==> config.mk <==
export PLATFORM = sky130hd
export DESIGN_NAME = stream_accum32_flat
export DESIGN_NICKNAME = d
export VERILOG_FILES = /design/src/rtl/stream_accum32_pkg.sv /design/src/rtl/stream_accum32_if.sv /design/src/rtl/add_carry_w.sv /design/src/rtl/stream_accum32.sv /design/src/flat_wrapper.sv
export SDC_FILE = /design/constraint.sdc
export NUM_CORES = 1
export LEC_CHECK = 0
export CAP_MARGIN = 30
export CORE_AREA = 2 2 87 89
export CTS_BUF_LIST = sky130_fd_sc_hd__clkbuf_2
export CTS_CLUSTER_DIAMETER = 120
export DETAILED_ROUTE_END_ITERATION = 10
export DIE_AREA = 0 0 89 91
export DONT_BUFFER_PORTS = 1
export PLACE_DENSITY = 0.66
export SLEW_MARGIN = 40
export SYNTH_ARGS = -nofsm -noshare
export SYNTH_HDL_FRONTEND = slang
export SYNTH_SLANG_ARGS = --single-unit
==> constraint.sdc <==
create_clock -name clk -period 3 [get_ports clk]
set_clock_uncertainty 0.1 [all_clocks]
set_input_delay 0.3 -clock clk [delete_from_list [all_inputs] [get_ports clk]]
set_output_delay 0.3 -clock clk [all_outputs]
set_load 0.01 [all_outputs]
==> src/rtl/stream_accum32_pkg.sv <==
// Shared constants and state encoding for the streaming packet accumulator.
package stream_accum32_pkg;

  localparam int DEF_WIDTH = 32;
  localparam int DEF_CNT_W = 8;

  // 2'd3 is unused; the FSM treats it as a fault and returns to ST_IDLE.
  typedef enum logic [1:0] {
    ST_IDLE = 2'd0,
    ST_ACC  = 2'd1,
    ST_HOLD = 2'd2
  } state_e;

endpackage : stream_accum32_pkg

==> src/rtl/stream_accum32_if.sv <==
// Word-in / result-out handshake bundle for stream_accum32.
interface stream_accum32_if
  import stream_accum32_pkg::*;
#(
  parameter int WIDTH = DEF_WIDTH,
  parameter int CNT_W = DEF_CNT_W
);

  logic             in_valid;
  logic             in_ready;
  logic [WIDTH-1:0] in_data;
  logic             in_last;

  logic             out_valid;
  logic             out_ready;
  logic [WIDTH-1:0] out_sum;
  logic             out_carry;
  logic [CNT_W-1:0] out_count;

  modport master (
    output in_valid, in_data, in_last, out_ready,
    input  in_ready, out_valid, out_sum, out_carry, out_count
  );

  modport slave (
    input  in_valid, in_data, in_last, out_ready,
    output in_ready, out_valid, out_sum, out_carry, out_count
  );

endinterface : stream_accum32_if

==> src/rtl/add_carry_w.sv <==
// Combinational WIDTH-bit adder with carry-in and carry-out.
module add_carry_w #(
  parameter int WIDTH = 32
) (
  input  logic [WIDTH-1:0] a_i,
  input  logic [WIDTH-1:0] b_i,
  input  logic             cin_i,
  output logic [WIDTH-1:0] sum_o,
  output logic             cout_o
);

  assign {cout_o, sum_o} = {1'b0, a_i} + {1'b0, b_i} + {{WIDTH{1'b0}}, cin_i};

endmodule : add_carry_w

==> src/rtl/stream_accum32.sv <==
// Packet accumulator: sums words of a packet, then holds sum/carry/count
// on the output handshake until the consumer takes it.
module stream_accum32
  import stream_accum32_pkg::*;
#(
  parameter int WIDTH = DEF_WIDTH,
  parameter int CNT_W = DEF_CNT_W
) (
  input  logic             clk,
  input  logic             rst,
  stream_accum32_if.slave  bus
);

  localparam logic [CNT_W-1:0] CNT_MAX = '1;
  localparam logic [CNT_W-1:0] CNT_ONE = CNT_W'(1);

  state_e           state_q, state_d;
  logic [WIDTH-1:0] acc_q, acc_d;
  logic             carry_q, carry_d;
  logic [CNT_W-1:0] count_q, count_d;

  logic [WIDTH-1:0] add_a;
  logic [WIDTH-1:0] add_sum;
  logic             add_cout;
  logic             beat_in;
  logic             beat_out;

  assign bus.in_ready  = (state_q != ST_HOLD) && !rst;
  assign bus.out_valid = (state_q == ST_HOLD);
  assign bus.out_sum   = acc_q;
  assign bus.out_carry = carry_q;
  assign bus.out_count = count_q;

  assign beat_in  = bus.in_valid && bus.in_ready;
  assign beat_out = bus.out_valid && bus.out_ready;

  // The first beat of a packet starts from zero regardless of acc_q.
  assign add_a = (state_q == ST_IDLE) ? '0 : acc_q;

  add_carry_w #(
    .WIDTH (WIDTH)
  ) u_add (
    .a_i    (add_a),
    .b_i    (bus.in_data),
    .cin_i  (1'b0),
    .sum_o  (add_sum),
    .cout_o (add_cout)
  );

  always_comb begin
    state_d = state_q;
    acc_d   = acc_q;
    carry_d = carry_q;
    count_d = count_q;
    case (state_q)
      ST_IDLE: begin
        if (beat_in) begin
          acc_d   = add_sum;
          carry_d = 1'b0;
          count_d = CNT_ONE;
          state_d = bus.in_last ? ST_HOLD : ST_ACC;
        end
      end
      ST_ACC: begin
        if (beat_in) begin
          acc_d   = add_sum;
          carry_d = carry_q | add_cout;
          if (count_q != CNT_MAX) begin
            count_d = count_q + CNT_ONE;
          end
          state_d = bus.in_last ? ST_HOLD : ST_ACC;
        end
      end
      ST_HOLD: begin
        if (beat_out) begin
          state_d = ST_IDLE;
          acc_d   = '0;
          carry_d = 1'b0;
          count_d = '0;
        end
      end
      default: begin
        state_d = ST_IDLE;
        acc_d   = '0;
        carry_d = 1'b0;
        count_d = '0;
      end
    endcase
  end

  always_ff @(posedge clk) begin
    if (rst) begin
      state_q <= ST_IDLE;
      acc_q   <= '0;
      carry_q <= 1'b0;
      count_q <= '0;
    end else begin
      state_q <= state_d;
      acc_q   <= acc_d;
      carry_q <= carry_d;
      count_q <= count_d;
    end
  end

endmodule : stream_accum32
==> src/flat_wrapper.sv <==
// flat-port wrapper written by rule: the top's interface ports become plain ports
module stream_accum32_flat import stream_accum32_pkg::*;
#(
  parameter int WIDTH = DEF_WIDTH,
  parameter int CNT_W = DEF_CNT_W
)
  (clk, rst, bus_in_valid, bus_in_data, bus_in_last, bus_out_ready, bus_in_ready, bus_out_valid, bus_out_sum, bus_out_carry, bus_out_count);
  stream_accum32_if #(.WIDTH(WIDTH), .CNT_W(CNT_W)) bus_i ();
  input  logic clk;
  input  logic rst;
  input wire logic [$bits(bus_i.in_valid)-1:0] bus_in_valid;
  input wire logic [$bits(bus_i.in_data)-1:0] bus_in_data;
  input wire logic [$bits(bus_i.in_last)-1:0] bus_in_last;
  input wire logic [$bits(bus_i.out_ready)-1:0] bus_out_ready;
  output wire logic [$bits(bus_i.in_ready)-1:0] bus_in_ready;
  output wire logic [$bits(bus_i.out_valid)-1:0] bus_out_valid;
  output wire logic [$bits(bus_i.out_sum)-1:0] bus_out_sum;
  output wire logic [$bits(bus_i.out_carry)-1:0] bus_out_carry;
  output wire logic [$bits(bus_i.out_count)-1:0] bus_out_count;
  assign bus_i.in_valid = bus_in_valid;
  assign bus_i.in_data = bus_in_data;
  assign bus_i.in_last = bus_in_last;
  assign bus_i.out_ready = bus_out_ready;
  assign bus_in_ready = bus_i.in_ready;
  assign bus_out_valid = bus_i.out_valid;
  assign bus_out_sum = bus_i.out_sum;
  assign bus_out_carry = bus_i.out_carry;
  assign bus_out_count = bus_i.out_count;
  stream_accum32 #(.WIDTH(WIDTH), .CNT_W(CNT_W)) u_core (.clk(clk), .rst(rst), .bus(bus_i));
endmodule
# Yosys cells after proc, flatten, opt, wreduce, memory -nomap -nowiden
# Cells that the tools add are included.
[word_totals]
out_inout_bits = 43
regBits = 43
in_bits = 37
wordCells = 42
[classes]
bitwise = 1
n_mux = 17
n_reduce_logical = 9
n_eq_ne = 9
n_addsub = 2
[op_table]
columns = ["op", "n"]
rows = [
  ["$mux 32", 3],
  ["$pmux 32 s2", 1],
  ["$add 32x32->33", 1],
  ["$mux 8", 4],
  ["$pmux 8 s3", 1],
  ["$add 8x1->8 const B", 1],
  ["$ne 2x1->1 const B", 4],
  ["$ne 8x8->1 const B", 1],
  ["$mux 2", 3],
  ["$ne 2x2->1 const B", 2],
  ["$pmux 2 s2", 1],
  ["$reduce_and 4->1", 1],
  ["$logic_and 1x1->1", 3],
  ["$mux 1", 3],
  ["$pmux 1 s3", 1],
  ["$reduce_and 3->1", 1],
  ["$eq 2x1->1 const B", 1],
  ["$eq 2x2->1 const B", 1],
  ["$logic_not 2->1", 1],
  ["$reduce_and 2->1", 1],
  ["$reduce_or 2->1", 1],
  ["$logic_not 1->1", 1],
  ["$or 1x1->1", 1],
]

# Logic depth before layout (Yosys ltp)
# Gate-level depths: netlist of run 1.
[logic_depth]
ltp_word = 6
mapped_depth = 14
mapped_depth_nobuf = 12

# Modules after synthesis
# A second synthesis of run 1 with hierarchy kept.
[hier_totals]
hier_cells = 511
hier_area_um2 = 3947.5
[by_module_without_submodules]
columns = ["module", "seq_area_each_um2", "instances", "area_each_um2", "cells_each"]
rows = [
  ["stream_accum32", 860.8, 1, 2093.3, 252],
  ["add_carry_w", 0.0, 1, 1854.3, 259],
]

# Worst setup path before layout of run 1
# Ideal clock, no wire load.
[synth_path]
path_type = "register to register"
startpoint = "reg u_core.state_q[1]"
endpoint = "reg u_core.acc_q[30], in the netlist u_core.bus.out_sum[30]"
stages_incl_launch_ff = 13
period_less_slack_ns = 3.188
setup_time_ns = 0.122
n_path_buf = 2
slack_ns = -0.188
required_ns = 2.778
t_arrival_ns = 2.966
cell_sequence = "dfxtp_1 -> clkbuf_1 -> nor2_1 -> clkbuf_1 -> nor2b_1 -> ha_1 -> a211oi_2 -> o21bai_2 -> a221o_1 -> o21ai_2 -> a21oi_2 -> o311a_1 -> a311o_1"
[synth_between]
elab_chain_cells = 5
elab_cells_between_ends = 15
cone_classes = "add/sub (1); eq/ne (5); mux (3); reduce/logical (6)"
[synth_lines]
columns = ["element", "line_no", "rtl"]
rows = [
  ["start, declared", "stream_accum32.sv:17", "state_e state_q, state_d;"],
  ["start signal, assigned", "stream_accum32.sv:98", "state_q <= state_d;"],
  ["$logic_not 2->1 or $ne 2x2->1 (tied branches)", "stream_accum32.sv:38, stream_accum32.sv:55, stream_accum32.sv:28", ""],
  ["$mux 32 or $logic_and 1x1->1 (tied branches)", "stream_accum32.sv:38, stream_accum32.sv:28", ""],
  ["$add 32x32->33 or $logic_and 1x1->1 (tied branches)", "add_carry_w.sv:12, stream_accum32.sv:34", ""],
  ["$mux 32 or $ne 2x1->1 (tied branches)", "-", ""],
  ["$pmux 32 s2 or $reduce_and 2->1 (tied branches)", "-", ""],
  ["end signal, assigned", "stream_accum32.sv:94", "acc_q <= '0;"],
  ["end signal, assigned", "stream_accum32.sv:99", "acc_q <= acc_d;"],
  ["end, declared", "stream_accum32.sv:18", "logic [WIDTH-1:0] acc_q, acc_d;"],
]
# Parallel ways exist; a longest one is shown, timed or not. The select of a mux whose other input is x is not followed.
# A chain may end at the register's enable or synchronous reset.

# Final worst setup path of run 1
[layout_path]
startpoint = "reg u_core.state_q[1]"
endpoint = "reg u_core.acc_q[8], in the netlist u_core.bus.out_sum[8]"
# The elaborated chain is that of the path after synthesis.

==> results of run 1 <==
## per-layer routing
| layer | global-route usage | vias to the layer above | wire (µm) |
|---|---|---|---|
| li1 | - | 1711 | - |
| met1 | 0.283 | 1566 | 4040 |
| met2 | 0.385 | 124 | 4470 |
| met3 | 0.0618 | 16 | 707 |
| met4 | 0.0759 | 0 | 201 |
| met5 | 0 | - | 0 |
## metrics by stage
stage,std cells,total power [W],hold WS (ns),utilization
3_3_place_gp,563,0.00104,0.276,0.528
4_1_cts,578,0.00151,0.0109,0.554
3_5_place_dp,563,0.00105,0.275,0.528
6_report,581,0.00151,0.0355,0.565
5_1_grt,581,0.00159,0.0364,0.565
2_1_floorplan,448,0.000935,0.289,-
## flip-flops by register name (all words and copies together) (netlist names)
signal and cells:
u_core.bus.out_sum 32, u_core.bus.out_count 8, u_core.state_q 2, u_core.bus.out_carry 1
## what timing repair did
| item | in CTS | in global routing |
|---|---|---|
| hold buffers | 4 | 1 |
| resized for setup | 8 | 15 |
| cloned | 0 | 0 |
| endpoints found under the hold margin | 19 | 1 |
| pin swaps | 3 | 11 |
| endpoints found under the setup margin | 5 | 16 |
| buffers inserted | 3 | 2 |
## layout by cell type (no fill, tap or decap), drive strengths merged, types with 12 or more instances in the layout
master	instances
a21oi	42
xor2	13
nand3	13
dfxtp	43
nor2	33
nor2b	36
a21o	14
buf	37
nand2	45
nor3	12
inv	13
o21ai	35
ha	33
## path summary, 6_finish.rpt
check	slack (ns)	to	depth (start not counted)	start
hold / removal	0.04	u_core.bus.out_count[6]	2	rst
setup reg to reg	0.11	u_core.bus.out_sum[8]	14	u_core.state_q[1]
setup / recovery	0.11	u_core.bus.out_sum[8]	14	u_core.state_q[1]
hold reg to reg	0.42	u_core.bus.out_sum[21]	2	u_core.bus.out_sum[21]
## critical path, cell delays in order, from the launching register on
cell and delay [ns]:
dfxtp_2 0.42, nor2_4 0.05, buf_12 0.13, nor2b_1 0.12, ha_2 0.21, inv_1 0.06
fa_2 0.34, nor2b_2 0.13, o211ai_1 0.16, buf_4 0.19, a21oi_2 0.13, o21a_1 0.14
nor3_1 0.04, or4b_1 0.47, a21oi_1 0.15
## kinds of logic (layout without fill, tap and decap cells)
logic type,count (synthesis),count (layout),share of synthesized area
AO/OA/AOI/OAI,152,152,0.291
XOR/XNOR,22,22,0.0558
adder cells (fa/ha/maj),34,34,0.125
buffers and inverters,29,63,0.0340
flip-flops,43,43,0.249
multiplexers,2,2,0.00615
AND/OR/NAND/NOR,166,166,0.238
## power by group
part	total (W)	leakage [nW]	switching, W	internal (W)
Sequential	0.000663	0.353	0.0000514	0.000611
Clock	0.000446	0.0492	0.000222	0.000223
Combinational	0.000404	1.27	0.000227	0.000178
## cell type report
class	instances	area share
clock buffers	5	0.00621
clock inverters	3	0.0168
inverters	13	0.0121
multi-input cells	376	0.636
flip-flops and latches	43	0.214
well taps	99	0.0307
repair buffers	42	0.0844
==> impl_metrics.ini, run 1 <==
[power]
max-vdd-ir-drop_uv = 227
p_per_area_mw_per_mm2 = 375
leakage_nw = 1.67

[placement]
pre_cts_ws_ns = -0.0123
dp_hpwl_um = 7120
io_buffer_count = 0
placed_area_mm2 = 0.00377
gp_congestion = 0.907

[grt]
antenna_found_initial = 0
grt_usage = 0.230
grt_pass1_vias = 3232
grt_max_degree = 20
grt_pass1_wl_um = 15000
gr-total-overflow = 0

[yosys]
synth_fp_nets = 519
synth-seq-area-share = 0.249
synth_edf_count = 0
syn_area_mm2 = 0.00346
yosysTopAreaCellShare = 0.249
postSynth.asyncResetShare = 0
synth_top_area_cell = dfxtp_1
synth_most_common_cell = nand2_1
syn_inst = 448
ys_seq_elements = 43
synthTopCellsByCount = 45 x nand2_1, 43 x dfxtp_1, 41 x a21oi_1
synth_cell_types = 54
synth.area.top_cells = dfxtp_1 25%, ha_1 12%, nor2b_1 6.5%
synth_warnings = 0
ys.flop_type = dfxtp_1
avgSynthCellArea_um2 = 7.71

[cts]
cts.htree.levels = 2
clock_latency_ns = 0.44
clock_tree.root_cell = clkbuf_2
clockBufferDepth = 2
cts.sinks = 43
numCtsBuffers = 5
path_clk_slew_ns = 0.26
cts_tree = built

[flow_run]
maxCapViolations = 0

[timing]
worst_slack_ns = 0.110
period_share = 0.963
max_slew.worst_pin.slew_ns = 0.727
finalHoldViolCount = 0
setup_violations = 0
clock.fmax_mhz = 346
rsz0062_at_grt = true
min_period_ns = 2.89
slew_headroom = 0.514
drv_slew = 0
fin_tns_setup_ns = 0

[final_layout]
nFillCells = 715
drive_gt1_frac = 0.158
multi_input_area_mm2 = 0.00256
regArea_um2 = 863
fin_nets = 552
syn_to_final_growth_pct = 16.6
antennaDiodeCount = 0
stdcell_area_mm2 = 0.00403

[floorplan]
start_util = 0.484
die_area_mm2 = 0.00810
fp-row-count = 31
die_y_um = 91
ioPinCount = 80
core_area_mm2 = 0.00714
die-width_um = 89

[routing]
via_per_inst = 5.88
via_count = 3417
antenna_left = 0
drt-wirelength-per-cell_um = 16.2
drt_first_iter_violations = 110
drt_pass1_iterations = 5
drc = 0
wl_um = 9420

[critical_path]
critical_path_class = reg -> reg
crit_required_ns = 3.29
worst_ep_arrival_time_ns = 3.18
end_kind = flop
worstSetupStartpointType = flop
cp_max_fo = 8

[hold_path]
hp-class = in -> reg

[run_status]
status = finished, final reports clean
No activity file was read; power rests on OpenSTA's default activity.
==> run 2, diff against run 1 <==
--- a/config.mk
+++ b/config.mk
@@ -13,6 +13,7 @@
 export DIE_AREA = 0 0 89 91
 export DONT_BUFFER_PORTS = 1
 export PLACE_DENSITY = 0.66
+export SETUP_SLACK_MARGIN = 0.3
 export SLEW_MARGIN = 40
 export SYNTH_ARGS = -nofsm -noshare
 export SYNTH_HDL_FRONTEND = slang
==> impl_metrics.ini, run 2 (synthesis results as in run 1) <==
[critical_path]
worstSetupStartpointType = flop
r2r_end = u_core.bus.out_sum[30]
endpoint = u_core.bus.out_sum[30]
worst-r2r-cell-count = 11
reg2reg_slack_ns = 0.13
rr_startpoint = u_core.state_q[0]
cp_max_fo = 13
critical_path_class = reg -> reg
crit_path_start = u_core.state_q[0]
worst_ep_arrival_time_ns = 3.15
crit_required_ns = 3.28
end_kind = flop

[final_layout]
finalNonFillerCells = 593
layout_common_cells = 47 x buf_4, 42 x nand2_1, 41 x dfxtp_1
syn_to_final_growth_pct = 23.6
largest_reg_flops = 32
drive_gt1_frac = 0.237
layout_commonest_cell = buf_4
fin_nets = 564
antennaDiodeCount = 0
final_core_util = 0.598

[routing]
drt_pass1_iterations = 4
drt_first_iter_violations = 178
via_count = 3515
wl_um = 10200
drc = 0
drt-wirelength-per-cell_um = 17.1
via_per_inst = 5.93
antenna_left = 0

[floorplan]
die-width_um = 89
start_util = 0.484
die_y_um = 91
core_area_mm2 = 0.00714
fp-row-count = 31
ioPinCount = 80
die_area_mm2 = 0.00810

[cts]
cts.sinks = 43
clock_tree.root_cell = clkbuf_2
cts.htree.levels = 2
numCtsBuffers = 5
clock_latency_ns = 0.44
path_clk_slew_ns = 0.27
cts_tree = built
clockBufferDepth = 2

[grt]
grt_pass1_wl_um = 15900
antenna_found_initial = 0
gr-total-overflow = 0
grt_max_degree = 21
grt_pass1_vias = 3352
grt_usage = 0.243

[power]
clkPwrFrac = 0.204
max-vdd-ir-drop_uv = 196
p_int_w = 0.000869
leakage_nw = 1.74
swShare = 0.379
p_sw_w = 0.000531
finalPower_w = 0.00140
combPwrFrac = 0.323
p_per_area_mw_per_mm2 = 328
seq_power_share = 0.473

[timing]
clock.fmax_mhz = 348
drv_slew = 0
min_period_ns = 2.87
slew_headroom = 0.701
worst_slack_ns = 0.126
fin_tns_setup_ns = 0
setup_violations = 0
rsz0062_at_grt = true
max_slew.worst_pin.slew_ns = 0.447
finalHoldViolCount = 0
period_share = 0.958

[placement]
dp_cells = 562
pre_cts_ws_ns = 0.0386
gp_congestion = 0.894
dp_hpwl_um = 7300
io_buffer_count = 0

[hold_path]
hp-class = in -> reg

[flow_run]
maxCapViolations = 0

[run_status]
status = finished, final reports clean
## run 2: cell types whose count changed in the layout (fill, tap and decap cells not counted), sizes merged
cell / delta
buf: +14
bufinv: -2
dlygate4sd3: -2
clkinvlp: +1
inv: +1
## run 2: worst min path at each step
stage	cells past startpoint	start	end
after floorplan	1	bus_in_last	u_core.state_q[0]
after global placement	1	rst	u_core.bus.out_sum[14]
after detailed placement	1	rst	u_core.bus.out_carry
after CTS	4	bus_in_valid	u_core.bus.out_carry
after global routing	3	bus_out_ready	u_core.state_q[1]
final	2	rst	u_core.bus.out_count[6]
## run 2: per-stage QoR
stage	instance area [µm²]	hold slack (ns)
2_1_floorplan	3520	0.289
3_3_place_gp	3780	0.275
3_5_place_dp	3780	0.276
4_1_cts	4030	0.0105
5_1_grt	4270	0.0348
6_report	4270	0.0456
## run 2: critical path: stages (launching register included)
cell and delay, ns:
dfxtp_2 0.40, nor2_4 0.12, buf_12 0.15, nor2b_1 0.05, ha_1 0.33, a211oi_2 0.22
o21bai_2 0.11, a221o_1 0.38, o21ai_4 0.29, a21oi_4 0.11, o311a_1 0.28, a311o_1 0.26
## run 2: power groups by stage
stage | clock network (W) | logic, W | registers [W]
2_1_floorplan | 0 | 0.000283 | 0.000663
3_3_place_gp | 0 | 0.000367 | 0.000674
3_5_place_dp | 0 | 0.000373 | 0.000675
4_1_cts | 0.000296 | 0.000411 | 0.000664
5_1_grt | 0.000318 | 0.000497 | 0.000670
6_report | 0.000286 | 0.000452 | 0.000663
## run 2: cell type report
type / instances / area [µm²]
inverter: 13 / 48.8
clock inverter: 3 / 23.8
timing repair buffer: 54 / 439
clock buffer: 5 / 25.0
sequential: 43 / 866
multi-input combinational: 376 / 2740
tap: 99 / 124
fill: 683 / 2870
## run 2: routing by layer
layer / vias to the layer above / global-route usage / part of all wire
met5: - / 0 / 0
met4: 0 / 0.0734 / 0.014
met3: 13 / 0.0682 / 0.072
met2: 120 / 0.405 / 0.49
met1: 1646 / 0.300 / 0.42
li1: 1736 / - / -
## run 2: timing repair
action / CTS / global route
resized for setup: 21 / 44
pin swaps: 16 / 22
hold endpoints to repair: 22 / 1
endpoints found under the setup margin: 19 / 21
hold buffers: 3 / 1
buffers inserted: 10 / 9
==> run 3, diff against run 2 <==
--- a/config.mk
+++ b/config.mk
@@ -5,6 +5,7 @@
 export SDC_FILE = /design/constraint.sdc
 export NUM_CORES = 1
 export LEC_CHECK = 0
+export ABC_CLOCK_PERIOD_IN_PS = 3000
 export CAP_MARGIN = 30
 export CORE_AREA = 2 2 87 89
 export CTS_BUF_LIST = sky130_fd_sc_hd__clkbuf_2
@@ -14,7 +15,7 @@
 export DONT_BUFFER_PORTS = 1
 export PLACE_DENSITY = 0.66
 export SETUP_SLACK_MARGIN = 0.3
-export SLEW_MARGIN = 40
+export SLEW_MARGIN = 25
 export SYNTH_ARGS = -nofsm -noshare
 export SYNTH_HDL_FRONTEND = slang
 export SYNTH_SLANG_ARGS = --single-unit
==> constraint.sdc (replaced) <==
create_clock -name clk -period 3 [get_ports clk]
set_clock_uncertainty 0.1 [all_clocks]
set_input_delay 0.15 -clock clk [delete_from_list [all_inputs] [get_ports clk]]
set_output_delay 0.15 -clock clk [all_outputs]
set_load 0.01 [all_outputs]
==> impl_metrics.ini, run 3 (synthesis results as in run 1) <==
[critical_path]
worst_ep_arrival_time_ns = 3.16
cpMostUsedCell = a21oi_2
r2r_end = u_core.bus.out_sum[8]
worst-r2r-cell-count = 14
crit_buf_inv = 3
worstSetupStartpointType = flop
rr_startpoint = u_core.state_q[0]
cp_max_fo = 13
slowest_delay_ns = 0.49
cp_top_family = simple AND/OR/NAND/NOR gates
reg2reg_slack_ns = 0.12
end_kind = flop
crit_chain = nor2_4, buf_12, nor2b_2, ha_2, inv_2, fa_2, nor2b_4, o211ai_1, buf_4, a21oi_2, o21a_1, nor3_1, or4b_1, a21oi_2
crit_required_ns = 3.27
crit_slowest_cell = or4b_1
critical_path_class = reg -> reg

[grt]
antenna_found_initial = 0
grt_pass1_vias = 3367
grt_pass1_wl_um = 15900
gr-total-overflow = 0
grt_usage = 0.243
grt_max_degree = 23

[power]
max-vdd-ir-drop_uv = 195
leakage_nw = 1.73
seq_power_share = 0.477
finalPower_w = 0.00139
p_per_area_mw_per_mm2 = 330
p_sw_w = 0.000526
combPwrFrac = 0.317
p_int_w = 0.000864
clkPwrFrac = 0.205
swShare = 0.378

[timing]
period_share = 0.961
min_period_ns = 2.88
setup_violations = 0
clock.fmax_mhz = 347
max_slew.worst_pin.slew_ns = 0.948
whs_ns = 0.0257
rsz0062_at_grt = true
slew_headroom = 0.366
drv_slew = 0
finalHoldViolCount = 0
fin_tns_setup_ns = 0

[floorplan]
fp-row-count = 31
die-width_um = 89
ioPinCount = 80
die_y_um = 91
core_area_mm2 = 0.00714
start_util = 0.484
die_area_mm2 = 0.00810

[final_layout]
fin_nets = 564
syn_to_final_growth_pct = 21.8
stdcell_area_mm2 = 0.00421
final_core_util = 0.590
antennaDiodeCount = 0
drive_gt1_frac = 0.211
layout_common_cells = 44 x buf_4, 43 x nand2_1, 41 x dfxtp_1
layout_commonest_cell = buf_4
largest_reg_flops = 32

[hold_path]
whs_path_depth = 4
hold-path-endpoint = u_core.bus.out_sum[20]
min_from = bus_in_data[20]
hp-class = in -> reg

[placement]
placed_area_mm2 = 0.00378
dp_hpwl_um = 7300
gp_congestion = 0.894
io_buffer_count = 0

[cts]
clock_latency_ns = 0.44
path_clk_slew_ns = 0.28
clock_tree.root_cell = clkbuf_2
cts.sinks = 43
cts_tree = built
numCtsBuffers = 5
cts.htree.levels = 2
clockBufferDepth = 2

[routing]
antenna_left = 0
drt_first_iter_violations = 208
drt_pass1_iterations = 5
via_per_inst = 5.97
drc = 0
wl_um = 10000
drt-wirelength-per-cell_um = 16.9
via_count = 3538

[run_status]
status = finished, final reports clean

[flow_run]
maxCapViolations = 0
[run 3: cell count changes in the layout (fill, tap and decap cells not counted), sizes merged]
cell,before,now
buf,51,47
dlygate4sd3,3,7
[run 3: layer usage]
layer | vias up | GRT usage | routed length, µm
met5 | - | 0 | 0
met4 | 0 | 0.0734 | 187
met3 | 19 | 0.0673 | 740
met2 | 122 | 0.407 | 4880
met1 | 1664 | 0.299 | 4230
li1 | 1733 | - | -
[run 3: layout make-up]
cell class	count	area, µm²
Fill cell	701	2930
Multi-Input combinational cell	376	2680
Sequential cell	43	863
Timing Repair Buffer	54	447
Tap cell	99	124
Inverter	13	48.8
Clock buffer	5	25.0
Clock inverter	3	23.8
[run 3: worst max-delay path by stage]
stage / depth (start not counted) / end / start / slack (ns)
floorplan: 12 / u_core.bus.out_sum[30] / u_core.state_q[1] / 0.12
global placement: 12 / u_core.bus.out_sum[29] / u_core.state_q[1] / 0.08
detailed placement: 11 / u_core.bus.out_sum[27] / u_core.state_q[1] / 0.04
CTS: 13 / u_core.bus.out_sum[28] / u_core.state_q[0] / 0.16
global route: 14 / u_core.bus.out_sum[8] / u_core.state_q[0] / -0.03
finish: 14 / u_core.bus.out_sum[8] / u_core.state_q[0] / 0.12
[run 3: what timing repair did]
action | in CTS | in global routing
endpoints found under the setup margin | 19 | 21
setup buffers | 10 | 6
endpoints found under the hold margin | 29 | 1
hold buffers | 6 | 1
gates resized for setup | 21 | 28
pin swaps | 16 | 18
[run 3: stage by stage]
| step | setup slack [ns] | cells |
|---|---|---|
| 5_1_grt | -0.0305 | 593 |
| 3_5_place_dp | 0.0386 | 562 |
| 2_1_floorplan | 0.123 | 448 |
| 6_report | 0.116 | 593 |
| 4_1_cts | 0.165 | 586 |
| 3_3_place_gp | 0.0817 | 562 |
[run 3: power by group through the flow]
stage               registers, W  clock network, W  logic, W
floorplan               0.000663                 0  0.000283
global placement        0.000674                 0  0.000367
detailed placement      0.000675                 0  0.000373
CTS                     0.000664          0.000296  0.000415
global route            0.000670          0.000318  0.000485
finish                  0.000663          0.000285  0.000441
[run 3: worst reg2reg max path, cell delays in order (launching register included)]
cell and delay [ns]:
dfxtp_2 0.41, nor2_4 0.05, buf_12 0.14, nor2b_2 0.11, ha_2 0.19, inv_2 0.04
fa_2 0.35, nor2b_4 0.13, o211ai_1 0.17, buf_4 0.19, a21oi_2 0.12, o21a_1 0.13
nor3_1 0.04, or4b_1 0.49, a21oi_2 0.14
